**src/rtl/uart_tx_buf.sv**
```systemverilog
// UART transmitter (8N1, LSB first) fed by a byte FIFO; queues rising-edge write
// strobes and serialises them back-to-back onto a registered TX pin.
module uart_tx_buf #(
  parameter int CLK_FRE    = 50,
  parameter int UART_RATE  = 115200,
  parameter int FIFO_DEPTH = 16
) (
  input  logic                          i_sys_clk,
  input  logic                          i_rst,
  input  logic                          i_send_en,
  input  logic [7:0]                    i_send_data,
  output logic                          o_tx_pin,
  output logic                          o_tx_busy,
  output logic                          o_fifo_empty,
  output logic                          o_fifo_full,
  output logic [$clog2(FIFO_DEPTH):0]   o_fifo_cnt,
  output logic                          o_drop
);

  localparam int RATE_CNT = (CLK_FRE * 1000000 / UART_RATE) - 1;
  localparam int CNT_W    = (RATE_CNT > 0) ? $clog2(RATE_CNT + 1) : 1;
  localparam int AW       = $clog2(FIFO_DEPTH);

  localparam logic [CNT_W-1:0] RATE_LAST = CNT_W'(RATE_CNT);
  localparam logic [AW:0]      DEPTH_C   = (AW+1)'(FIFO_DEPTH);
  localparam logic [AW:0]      CNT_ONE   = (AW+1)'(1);
  localparam logic [CNT_W-1:0] CLK_ONE   = CNT_W'(1);

  typedef enum logic [1:0] {
    TX_IDLE  = 2'd0,
    TX_START = 2'd1,
    TX_DATA  = 2'd2,
    TX_STOP  = 2'd3
  } tx_state_t;

  // ---------------------------------------------------------------------------
  // Write strobe edge detect; en_d resets high so a level held across reset
  // release is not mistaken for a fresh write.
  // ---------------------------------------------------------------------------
  logic en_d;
  logic wr;
  logic wr_acc;
  logic pop;

  always_ff @(posedge i_sys_clk or posedge i_rst) begin
    if (i_rst) en_d <= 1'b1;
    else       en_d <= i_send_en;
  end

  assign wr = i_send_en & ~en_d;

  // ---------------------------------------------------------------------------
  // Byte FIFO
  // ---------------------------------------------------------------------------
  logic [7:0]    mem [FIFO_DEPTH];
  logic [AW-1:0] wr_ptr;
  logic [AW-1:0] rd_ptr;
  logic [AW:0]   cnt_q;
  logic          empty;
  logic          full;
  logic [7:0]    head;

  assign empty  = (cnt_q == '0);
  assign full   = (cnt_q == DEPTH_C);
  assign head   = mem[rd_ptr];
  // When full, a same-cycle pop frees the slot the write lands in.
  assign wr_acc = wr & (~full | pop);

  always_ff @(posedge i_sys_clk) begin
    if (wr_acc) mem[wr_ptr] <= i_send_data;
  end

  always_ff @(posedge i_sys_clk or posedge i_rst) begin
    if (i_rst) begin
      wr_ptr <= '0;
      rd_ptr <= '0;
      cnt_q  <= '0;
      o_drop <= 1'b0;
    end else begin
      if (wr_acc) wr_ptr <= wr_ptr + 1'b1;
      if (pop)    rd_ptr <= rd_ptr + 1'b1;
      case ({wr_acc, pop})
        2'b10:   cnt_q <= cnt_q + CNT_ONE;
        2'b01:   cnt_q <= cnt_q - CNT_ONE;
        default: cnt_q <= cnt_q;
      endcase
      o_drop <= wr & ~wr_acc;
    end
  end

  assign o_fifo_empty = empty;
  assign o_fifo_full  = full;
  assign o_fifo_cnt   = cnt_q;

  // ---------------------------------------------------------------------------
  // Transmit FSM
  // ---------------------------------------------------------------------------
  tx_state_t        state_q, state_d;
  logic [CNT_W-1:0] clk_cnt_q, clk_cnt_d;
  logic [2:0]       bit_cnt_q, bit_cnt_d;
  logic [7:0]       shift_q, shift_d;
  logic             pin_d;
  logic             bit_end;

  assign bit_end = (clk_cnt_q == RATE_LAST);

  always_ff @(posedge i_sys_clk or posedge i_rst) begin
    if (i_rst) begin
      state_q   <= TX_IDLE;
      clk_cnt_q <= '0;
      bit_cnt_q <= '0;
      shift_q   <= '0;
      o_tx_pin  <= 1'b1;
      o_tx_busy <= 1'b0;
    end else begin
      state_q   <= state_d;
      clk_cnt_q <= clk_cnt_d;
      bit_cnt_q <= bit_cnt_d;
      shift_q   <= shift_d;
      o_tx_pin  <= pin_d;
      o_tx_busy <= (state_d != TX_IDLE);
    end
  end

  always_comb begin
    state_d   = state_q;
    clk_cnt_d = clk_cnt_q;
    bit_cnt_d = bit_cnt_q;
    shift_d   = shift_q;
    pop       = 1'b0;
    pin_d     = 1'b1;
    case (state_q)
      TX_IDLE: begin
        pin_d = 1'b1;
        if (!empty) begin
          pop       = 1'b1;
          shift_d   = head;
          clk_cnt_d = '0;
          state_d   = TX_START;
        end
      end
      TX_START: begin
        pin_d = 1'b0;
        if (bit_end) begin
          clk_cnt_d = '0;
          bit_cnt_d = '0;
          state_d   = TX_DATA;
        end else begin
          clk_cnt_d = clk_cnt_q + CLK_ONE;
        end
      end
      TX_DATA: begin
        pin_d = shift_q[bit_cnt_q];
        if (bit_end) begin
          clk_cnt_d = '0;
          if (bit_cnt_q == 3'd7) state_d   = TX_STOP;
          else                   bit_cnt_d = bit_cnt_q + 3'd1;
        end else begin
          clk_cnt_d = clk_cnt_q + CLK_ONE;
        end
      end
      TX_STOP: begin
        pin_d = 1'b1;
        if (bit_end) begin
          clk_cnt_d = '0;
          // Chain straight into the next start bit so queued frames abut.
          if (!empty) begin
            pop     = 1'b1;
            shift_d = head;
            state_d = TX_START;
          end else begin
            state_d = TX_IDLE;
          end
        end else begin
          clk_cnt_d = clk_cnt_q + CLK_ONE;
        end
      end
      default: begin
        state_d = TX_IDLE;
      end
    endcase
  end

endmodule
```
**config.mk**
```make
export PLATFORM = sky130hd
export DESIGN_NAME = uart_tx_buf
export DESIGN_NICKNAME = d
export VERILOG_FILES = /design/src/rtl/uart_tx_buf.sv
export SDC_FILE = /design/constraint.sdc
export NUM_CORES = 1
export LEC_CHECK = 0
export CORE_MARGIN = 2
export CORE_UTILIZATION = 55
export CTS_CLUSTER_DIAMETER = 100
export DETAILED_ROUTE_END_ITERATION = 8
export HOLD_SLACK_MARGIN = 0.12
export PLACE_DENSITY = 0.81
export SETUP_SLACK_MARGIN = 0.5
export SLEW_MARGIN = 10
export SYNTH_ARGS = -nofsm -noshare
export SYNTH_HDL_FRONTEND = slang
export SYNTH_SLANG_ARGS = --single-unit
```
**constraint.sdc**
```tcl
create_clock -name i_sys_clk -period 2.5 [get_ports i_sys_clk]
set_input_delay 0.25 -clock i_sys_clk [delete_from_list [all_inputs] [get_ports i_sys_clk]]
set_output_delay 0.25 -clock i_sys_clk [all_outputs]
set_load 0.01 [all_outputs]
```
Yosys cells after proc, flatten, opt, wreduce, memory -nomap -nowiden:

Memory sizes are Yosys's and may differ from the RTL's.
Cells that the tools add are included.

* input bits: 11
* output and inout port bits: 10
* logic and storage cells: 75
* RAM bits: 128
* memories: 1
* bits in registers: 39

* bitwise gates (word level): 7
* eq/ne operators: 13
* multiplexer cells: 26
* order comparisons: 1
* add/sub/neg operators: 6
* reduce and logical (&&, ||, !) cells: 10

Memories
* mem: depth 16, bits a word 8, rd ports 1, clocked after Yosys merged registers in 0, write ports 1, RTL line 55 `logic [7:0] mem [FIFO_DEPTH];`

Operators by type and width (count)
* 9-bit 2-to-1 mux: 2
* 9-bit case mux with 2 select lines: 1
* 8-bit 2-to-1 mux: 2
* 8-bit case mux with 2 select lines: 1
* 2-bit 2-to-1 mux: 5
* 2-bit != test (second input constant): 5
* 5-bit case mux with 2 select lines: 1
* 9-bit by 1-bit adder with 9-bit output (second input constant): 1
* 9-bit equality test (second input constant): 1
* 3-bit 2-to-1 mux: 3
* 4-bit by 1-bit adder with 4-bit output (second input constant): 2
* 2-bit case mux with 4 select lines: 1
* 2-bit nonzero test: 4
* 2-bit equality test (second input constant): 3
* 1-bit 2-to-1 mux: 6
* 3-bit case mux with 2 select lines: 1
* 5-bit by 1-bit adder with 5-bit output (second input constant): 1
* 5-bit equality test (second input constant): 1
* 5-bit zero test: 1
* 5-bit by 1-bit subtractor with 5-bit output (second input constant): 1
* 2-bit by 1-bit equality test with 1-bit output (second input constant): 2
* 3-bit by 4-bit less-than comparator with 1-bit output (second input constant): 1
* 4-bit AND reduction: 1
* 3-bit by 1-bit adder with 3-bit output (second input constant): 1
* other kinds (11): 15

Logic depth before layout (Yosys ltp):

Gate-level depths: netlist of run 1.

* depth after elaboration: 8
* depth in mapped cells: 13
* gate-level depth less buffers: 13

Least setup slack after synthesis of run 1:

OpenSTA, ideal clock, no wires.

* path type: register to register
* start: register clk_cnt_q[1]
* end: register cnt_q[4], in the netlist o_fifo_cnt[4]
* cell stages (with the launch flop): 13
* data required time: 2.372 ns
* buffers on the path: 0
* period minus slack after synthesis: 2.765 ns
* setup slack: -0.265 ns
* library setup time: 0.128 ns
* data arrival time: 2.637 ns
* cells stage by stage: dfrtp_1 inv_1 ha_1 and4b_1 a31oi_1 nor3_4 nand2_2 fa_1 nor2b_1 o21ai_0 a221o_1 mux2_2 xnor2_1

* longest elaborated chain between the ends: 7
* elaborated cells on any way between the ends: 9
* classes of those cells: eq/ne: 3; mux: 3; bitwise: 2; reduce/logical: 1

Ends and longest elaborated chain
* start: declaration: RTL line 99 `logic [CNT_W-1:0] clk_cnt_q, clk_cnt_d;`
* start signal: assignment: RTL line 117 `clk_cnt_q <= clk_cnt_d;`
* 9-bit equality test *: RTL line 105 `assign bit_end = (clk_cnt_q == RATE_LAST);`
* 1-bit 2-to-1 mux *: RTL line 164 `if (bit_end) begin`
* 1-bit case mux with 2 select lines *: RTL line 132 `case (state_q)`
* 1-bit bitwise OR: RTL line 67 `assign wr_acc = wr & (~full | pop);`
* 1-bit AND: RTL line 67
* 2-bit by 1-bit equality test with 1-bit output or 2-bit equality test (tied branches): RTL line 82 `case ({wr_acc, pop})`
* 5-bit case mux with 2 select lines or 2-bit nonzero test (tied branches)
* end signal: assignment: RTL line 83 `2'b10: cnt_q <= cnt_q + CNT_ONE;`
* end signal: assignment: RTL line 84 `2'b01: cnt_q <= cnt_q - CNT_ONE;`
* end signal: assignment: RTL line 85 `default: cnt_q <= cnt_q;`
* end: declaration: RTL line 58 `logic [AW:0] cnt_q;`

Every way passes the cells marked *; elsewhere a longest branch is shown, timed or not.
A chain may end at the register's enable or synchronous reset.

Final worst setup path of run 1:

Ends and elaborated chain as after synthesis.

==> metrics.txt, run 1 <==
Yosys Warn Count=0; Synth Area in Compound Gates=3.47%; Total GRT Usage=24.7%; Fin. Hold Viols=0; Hold Buf Count CTS=0; fin crit share=111%; Max-Cap Viols=0; clk_lat worst skew=0.44 ns; antenna fix cells=0; CTS Buf Count=17; crit path capture type=register; number of port buffers=20; Core ar.=0.0127 mm^2; number of flops mapped to enable cells by yosys=128; # setup viols final=131; Slew @ Worst Pin=0.772 ns; Pre-Repair DR Iteration Count=4; RePlAce Congestion=0.820; Vias/cell=6.02; routed wire length=16.4 mm; CTS H-tree depth=4; Worst Hold Class=in -> async; antenna violations before repair=0; DRT iter0 DRCs=372; synthesis-stage register bit count=167; largest net degree at the start of global routing=40; CP max FO=2; WL/cell=24.4 um; Simple-Gate Fraction of Synth Area=6.18%; Clock Tree Buf Depth=2; Initial Util=56.4%; FMAX=361 MHz; xor and xnor area share after synthesis=1.47%; Core Util, Final=70.5%; vias in the first global route=4125; total grt overflow=0; Seq/Total Area, Yosys=67.5%; minimum clock period after layout=2.77 ns; Die Width=118 um; Slew headroom=48.4%; Num Clock Sinks=167; detailed placement HPWL=8.79 mm; setup slack, reg-to-reg=-0.27 ns; layout cell share with drive strength beyond 1=38.3%; global routing's busiest layer=met2; GR Util met2=41.4%; max-slew violations=0; outcome=complete, but fails checks; Vias=4039; syn nets=428; DRC violations left=0; Leakage=3.25 nW; row cnt=41; Final #Nets=516; Netlist cell types=49; Crit path arrival time=3.08 ns; unrepaired setup endpoints after global routing=yes; global routing usage on met1=29.6%; mux cell area share after synthesis=16.2%; Data required, critical path=2.82 ns; final worst slack=-0.267 ns; antenna-violating nets left=0; Die Area=0.0139 mm^2; met3 Resource Use GR=6.54%; top_reg_cell synth=edfxtp_1; dpl cells=608; syn avg cell area=17.9 um^2; worst-case reg-to-reg path depth=12; Vert. Die Dim=118 um; Root Driver=clkbuf_16; Mapped Cells=399; Reg-to-Reg End=o_fifo_cnt[4]; first-pass GRT wire length=24.7 mm; area added between synthesis and finish=25.0%; failing checks=setup timing; clk slew on worst S/H paths=0.07 ns; Crit Path Class=reg -> reg; Worst setup SP type=register; Cell Count, Final, Fillers Out=671; largest family of logic cells by synthesized area=multiplexers; IO Pins=21; Post-Synth Adder-Cell Area=3.26%; Async SR Flop Fraction=23.4%; Setup Skew=0.0112 ns; Worst R2R Start=clk_cnt_q[1]; pwr/cell area=766 mW/mm^2; CTS tree=built; Synth Cell Area=0.00714 mm^2; Max VDD drop=0.635 mV
## synthesized netlist by cell type (2+ instances only)
cell type | number | area, um^2
a21oi_1 | 3 | 15.0
nor2b_1 | 4 | 25.0
nand2_1 | 21 | 78.8
buf_1 | 3 | 11.3
xor2_1 | 2 | 17.5
clkbuf_1 | 6 | 22.5
nand3_1 | 7 | 35.0
a21o_1 | 2 | 15.0
dfstp_2 | 2 | 52.6
and2_1 | 4 | 25.0
o21ai_0 | 20 | 100
o211ai_1 | 2 | 15.0
mux2_2 | 12 | 135
nor3b_1 | 2 | 15.0
edfxtp_1 | 128 | 3840
mux4_1 | 18 | 473
buf_2 | 2 | 10.0
mux4_2 | 24 | 541
xnor2_1 | 10 | 87.6
dfrtp_1 | 37 | 926
inv_1 | 12 | 45.0
or3_1 | 2 | 12.5
ha_1 | 17 | 213
buf_6 | 4 | 45.0
and3_1 | 14 | 87.6
a31oi_1 | 2 | 12.5
nor3_1 | 3 | 15.0
nor2_1 | 13 | 48.8
a22oi_1 | 3 | 22.5
## cell type report
cell class	instances	area [um^2]
inverters	12	45.0
multi-input cells	206	2390
well taps	172	215
repair buffers	83	927
fillers	743	3740
clock inverters	13	98.8
flip-flops and latches	167	4820
clock buffers	18	429
## metrics by stage
step                power, mW  setup slack, ns  setup TNS (ns)  hold slack (ns)  area (um^2)
floorplan                3.84           -0.213          -0.213            0.254         7290
global placement         4.20         -0.00378        -0.00378            0.480         7900
detailed placement       4.26           -0.106          -0.106            0.495         7900
CTS                      6.72          -0.0656         -0.0656            0.237         8780
global route             7.05           -0.356          -29.61            0.297         8930
finish                   6.84           -0.267          -15.16            0.245         8930
## critical path, stage by stage (launching register included)
cell and delay (ns):
dfrtp_1 0.38, inv_1 0.06, ha_2 0.18, and4b_2 0.28
a31oi_4 0.12, nor3_4 0.19, nand2_2 0.10, fa_2 0.38
nor2b_4 0.13, o21ai_2 0.08, a221o_1 0.33, mux2_4 0.29
xnor2_1 0.12
## layout by cell type (no fill, tap or decap), types with 2 or more instances in the layout
master,Yosys,routed
nand3_1,7,6
mux2_2,12,2
a21oi_1,3,2
buf_16,0,5
xnor2_1,10,9
ha_4,0,2
and2_4,0,2
clkbuf_16,0,17
and2_1,4,3
dfrtp_2,0,2
dfstp_2,2,2
nor3b_4,0,2
dfrtp_1,37,35
o211ai_1,2,2
nor2b_1,4,3
buf_6,4,7
mux4_2,24,40
clkinv_4,0,5
clkdlybuf4s50_1,0,18
buf_4,0,40
mux4_1,18,2
inv_6,0,4
o21ai_0,20,18
buf_12,0,11
inv_1,12,11
clkinv_1,0,2
xor2_1,2,2
edfxtp_1,128,128
and3_1,14,4
nor2_1,13,10
nor3_4,1,3
ha_1,17,14
nand2_1,21,20
a22oi_1,3,3
nor2_4,0,3
mux2_4,0,10
and3_4,0,10
## report_power, final
part	switching (mW)	internal (mW)
clock	1.12	1.27
combinational	0.558	0.554
sequential	0.156	3.18
## what timing repair did
action / CTS / global route
endpoints found under the setup margin: 143 / 160
cloned: 6 / 0
buffers inserted: 15 / 11
resized for setup: 48 / 22
pin swaps: 13 / 11
## metal layers
layer | vias up | part of all wire [%]
met2 | 194 | 53
met5 | - | 0
met3 | 42 | 6.9
met4 | 0 | 3.3
met1 | 2057 | 37
li1 | 1746 | -
## cell families (layout without fill, tap and decap cells)
logic type	after synthesis	after routing
DFF	167	167
and+or+nand+nor	81	82
muxes	55	55
AOI/OAI and AO/OA	39	39
buffers and inverters	27	126
adders and majority gates	18	18
xor gates and xnor gates	12	12
## sequential cells by signal, indices dropped and copies added, names as in the netlist
signal / count
bit_cnt_q: 3
clk_cnt_q: 9
en_d: 1
mem: 128
o_drop: 1
o_fifo_cnt: 5
o_tx_busy: 1
o_tx_pin: 1
rd_ptr: 4
shift_q: 8
state_q: 2
wr_ptr: 4
## worst max-delay path by stage
stage / startpoint / end / depth (start not counted)
final: clk_cnt_q[1] / o_fifo_cnt[4] / 12
after global routing: clk_cnt_q[1] / o_fifo_cnt[4] / 12
after CTS: clk_cnt_q[1] / o_fifo_cnt[4] / 12
after detailed placement: clk_cnt_q[0] / o_fifo_cnt[4] / 12
after global placement: clk_cnt_q[0] / o_fifo_cnt[4] / 12
after floorplan: clk_cnt_q[1] / o_fifo_cnt[4] / 12
Power figures use the tool's default switching activity.
==> run 2: changes to the inputs <==
--- a/config.mk
+++ b/config.mk
@@ -6,11 +6,11 @@
 export NUM_CORES = 1
 export LEC_CHECK = 0
 export CORE_MARGIN = 2
-export CORE_UTILIZATION = 55
+export CORE_UTILIZATION = 52
 export CTS_CLUSTER_DIAMETER = 100
 export DETAILED_ROUTE_END_ITERATION = 8
 export HOLD_SLACK_MARGIN = 0.12
-export PLACE_DENSITY = 0.81
+export PLACE_DENSITY = 0.78
 export SETUP_SLACK_MARGIN = 0.5
 export SLEW_MARGIN = 10
 export SYNTH_ARGS = -nofsm -noshare
==> run 2 against run 1 <==
Net effect:
- the flow still finishes with violations (setup timing)
- power is 1.3% higher
- critical path depth unchanged
- clock power is 5% higher
- register-to-register slack improved by 0.096 ns
- sequential share of layout area grew 0.30 points
- highest routed layer unchanged
- critical path type unchanged
- first-iteration DRC count is 34% higher
- die area is 5.6% higher
==> metrics.txt, run 2 (synthesized netlist as in run 1, its figures left out) <==
outcome=complete, but fails checks (unchanged); failing checks=setup timing (unchanged); Max VDD drop=0.696 mV (was 0.635 mV); Worst setup SP type=register (unchanged); IO Pins=21 (unchanged); Slew @ Worst Pin=0.802 ns (was 0.772 ns); total grt overflow=0 (unchanged); Leakage=3.22 nW (was 3.25 nW); area added between synthesis and finish=24.4% (was 25.0%); Filler cells=849 (was 743); CP max stage delay=0.39 ns (was 0.38 ns); sequential power share=48.4% (was 48.7%); Vias/cell=5.94 (was 6.02); Initial Util=53.5% (was 56.4%); most frequent cells in the layout=128 x edfxtp_1, 38 x mux4_2, 37 x buf_4, 35 x dfrtp_1, 20 x nand2_1 (was 128 x edfxtp_1, 40 x mux4_2, 40 x buf_4, 35 x dfrtp_1, 20 x nand2_1); Vert. Die Dim=121 um (was 118 um); crit path capture type=register (unchanged); antenna fix cells=0 (unchanged); Worst Hold Class=in -> async (unchanged); Design Power=6.93 mW (was 6.84 mW); Top Registers=mem: 128 flops, clk_cnt_q: 9 flops, shift_q: 8 flops (unchanged); clk slew on worst S/H paths=0.07 ns (about the same); switching share of power=26.4% (was 26.8%); area of the multi-input gates=0.00235 mm^2 (was 0.00239 mm^2); Seq. cell area=0.00482 mm^2 (unchanged); largest reg by FF count=mem (unchanged); WL/cell=23.3 um (was 24.4 um); FMAX=374 MHz (was 361 MHz); DRT iter0 DRCs=497 (was 372); number of flip-flops under the largest register name=128 (unchanged); Clk network pwr share=36.4% (was 35.0%); CTS Buf Count=17 (unchanged); CTS tree=built (unchanged); internal power=5.10 mW (was 5.01 mW); max-slew violations=0 (unchanged); Final #Nets=510 (was 516); antenna-violating nets left=0 (unchanged); Logic pwr share=15.2% (was 16.3%); Die Area=0.0147 mm^2 (was 0.0139 mm^2); RePlAce Congestion=0.787 (was 0.820); first-pass GRT wire length=24.4 mm (was 24.7 mm); fin crit share=107% (was 111%); CP cell instances=inv_1, ha_1, and4b_2, a31oi_4, nor3_4, nand2_2, fa_2, nor2b_1, o21ai_1, a221o_1, mux2_2, xnor2_1 (was inv_1, ha_2, and4b_2, a31oi_4, nor3_4, nand2_2, fa_2, nor2b_4, o21ai_2, a221o_1, mux2_4, xnor2_1); final worst slack=-0.171 ns (was -0.267 ns); Die Width=121 um (was 118 um); antenna violations before repair=0 (unchanged); pwr/cell area=780 mW/mm^2 (was 766 mW/mm^2); minimum clock period after layout=2.67 ns (was 2.77 ns); crit path buf inv count=1 (unchanged); Slew headroom=46.4% (was 48.4%); number of port buffers=20 (unchanged); clk_lat worst skew=0.43 ns (was 0.44 ns); routed wire length=15.6 mm (was 16.4 mm); Total GRT Usage=23.2% (was 24.7%); Crit path arrival time=2.98 ns (was 3.08 ns); Crit Path Class=reg -> reg (unchanged); layout cell share with drive strength beyond 1=35.4% (was 38.3%); Data required, critical path=2.81 ns (was 2.82 ns); Core Util, Final=66.5% (was 70.5%); unrepaired setup endpoints after global routing=yes (unchanged); CTS H-tree depth=4 (unchanged); detailed placement HPWL=9.01 mm (was 8.79 mm); Setup Skew=0.0134 ns (was 0.0112 ns); # setup viols final=10 (was 131); slowest library cell on the worst path=dfrtp_1 (unchanged); Fin. Hold Viols=0 (unchanged); Clock Tree Buf Depth=2 (unchanged); Top delay family on crit path=simple AND/OR/NAND/NOR gates (unchanged); vias in the first global route=4081 (was 4125); Hold Buf Count CTS=0 (unchanged); largest net degree at the start of global routing=35 (was 40); P_sw=1.83 mW (was 1.84 mW); Core ar.=0.0133 mm^2 (was 0.0127 mm^2); Pre-Repair DR Iteration Count=6 (was 4); Max-Cap Viols=0 (unchanged); row cnt=42 (was 41); DRC violations left=0 (unchanged); Vias=3979 (was 4039); commonest non-fill, non-tap cell in the layout=edfxtp_1 (unchanged); Root Driver=clkbuf_16 (unchanged); CP max FO=2 (unchanged); Num Clock Sinks=167 (unchanged)
==> run 2: path summary, 6_finish.rpt <==
kind | start | endpoint | slack [ns] | depth (start not counted)
min | i_rst | clk_cnt_q[8] | 0.15 | 3
max | clk_cnt_q[1] | o_fifo_cnt[4] | -0.17 | 12
max in group asynchronous | i_rst | en_d | 2.00 | 3
min reg2reg | shift_q[6] | shift_q[6] | 0.51 | 1
max reg2reg | clk_cnt_q[1] | o_fifo_cnt[4] | -0.17 | 12
min in group i_sys_clk | i_send_en | en_d | 0.30 | 1
==> run 2: stage by stage <==
| step | std cells | worst slack, ns | setup TNS (ns) | hold WS [ns] | cell area (um^2) |
|---|---|---|---|---|---|
| 2_1_floorplan | 399 | -0.213 | -0.213 | 0.254 | 7290 |
| 3_3_place_gp | 612 | -0.0272 | -0.368 | 0.484 | 7920 |
| 3_5_place_dp | 612 | -0.139 | -9.64 | 0.490 | 7920 |
| 4_1_cts | 663 | -0.0849 | -0.0849 | 0.144 | 8800 |
| 5_1_grt | 670 | -0.271 | -2.18 | 0.182 | 8880 |
| 6_report | 670 | -0.171 | -0.371 | 0.150 | 8880 |
==> run 2: repair_timing <==
item | 4_1_cts | 5_1_grt
resized for setup | 44 | 10
hold endpoints to repair | 0 | 0
cloned | 6 | 0
buffers inserted | 13 | 7
pin swaps | 5 | 7
setup endpoints to repair | 145 | 148
==> run 2: final cells by class <==
cell class                      instances  share of cell area [%]
Multi-Input combinational cell        206                    26.4
Clock buffer                           18                    4.83
Inverter                               12                   0.507
Sequential cell                       167                    54.3
Timing Repair Buffer                   77                    9.92
Tap cell                              176                    2.48
Clock inverter                         14                    1.52
==> run 2: tightest hold or removal path: stages <==
cell             delay, ns
clkdlybuf4s50_1       0.40
inv_1                 0.07
buf_4                 0.22
==> run 2: metal layers <==
metal | track usage (%) | part of all wire (%) | routed length, um | vias to the layer above
met3 | 5.50 | 5.7 | 898 | 18
li1 | - | - | - | 1745
met4 | 7.47 | 1.2 | 186 | 0
met5 | 0 | 0 | 0 | -
met2 | 37.9 | 52 | 8170 | 148
met1 | 31.1 | 41 | 6380 | 2068
==> run 2: power groups by stage <==
stage / Sequential (mW) / Clock (mW) / Combinational (mW)
4_1_cts: 3.33 / 2.56 / 0.952
6_report: 3.35 / 2.52 / 1.05
2_1_floorplan: 3.32 / 0 / 0.512
5_1_grt: 3.37 / 2.68 / 1.13
3_3_place_gp: 3.37 / 0 / 0.875
3_5_place_dp: 3.39 / 0 / 0.889
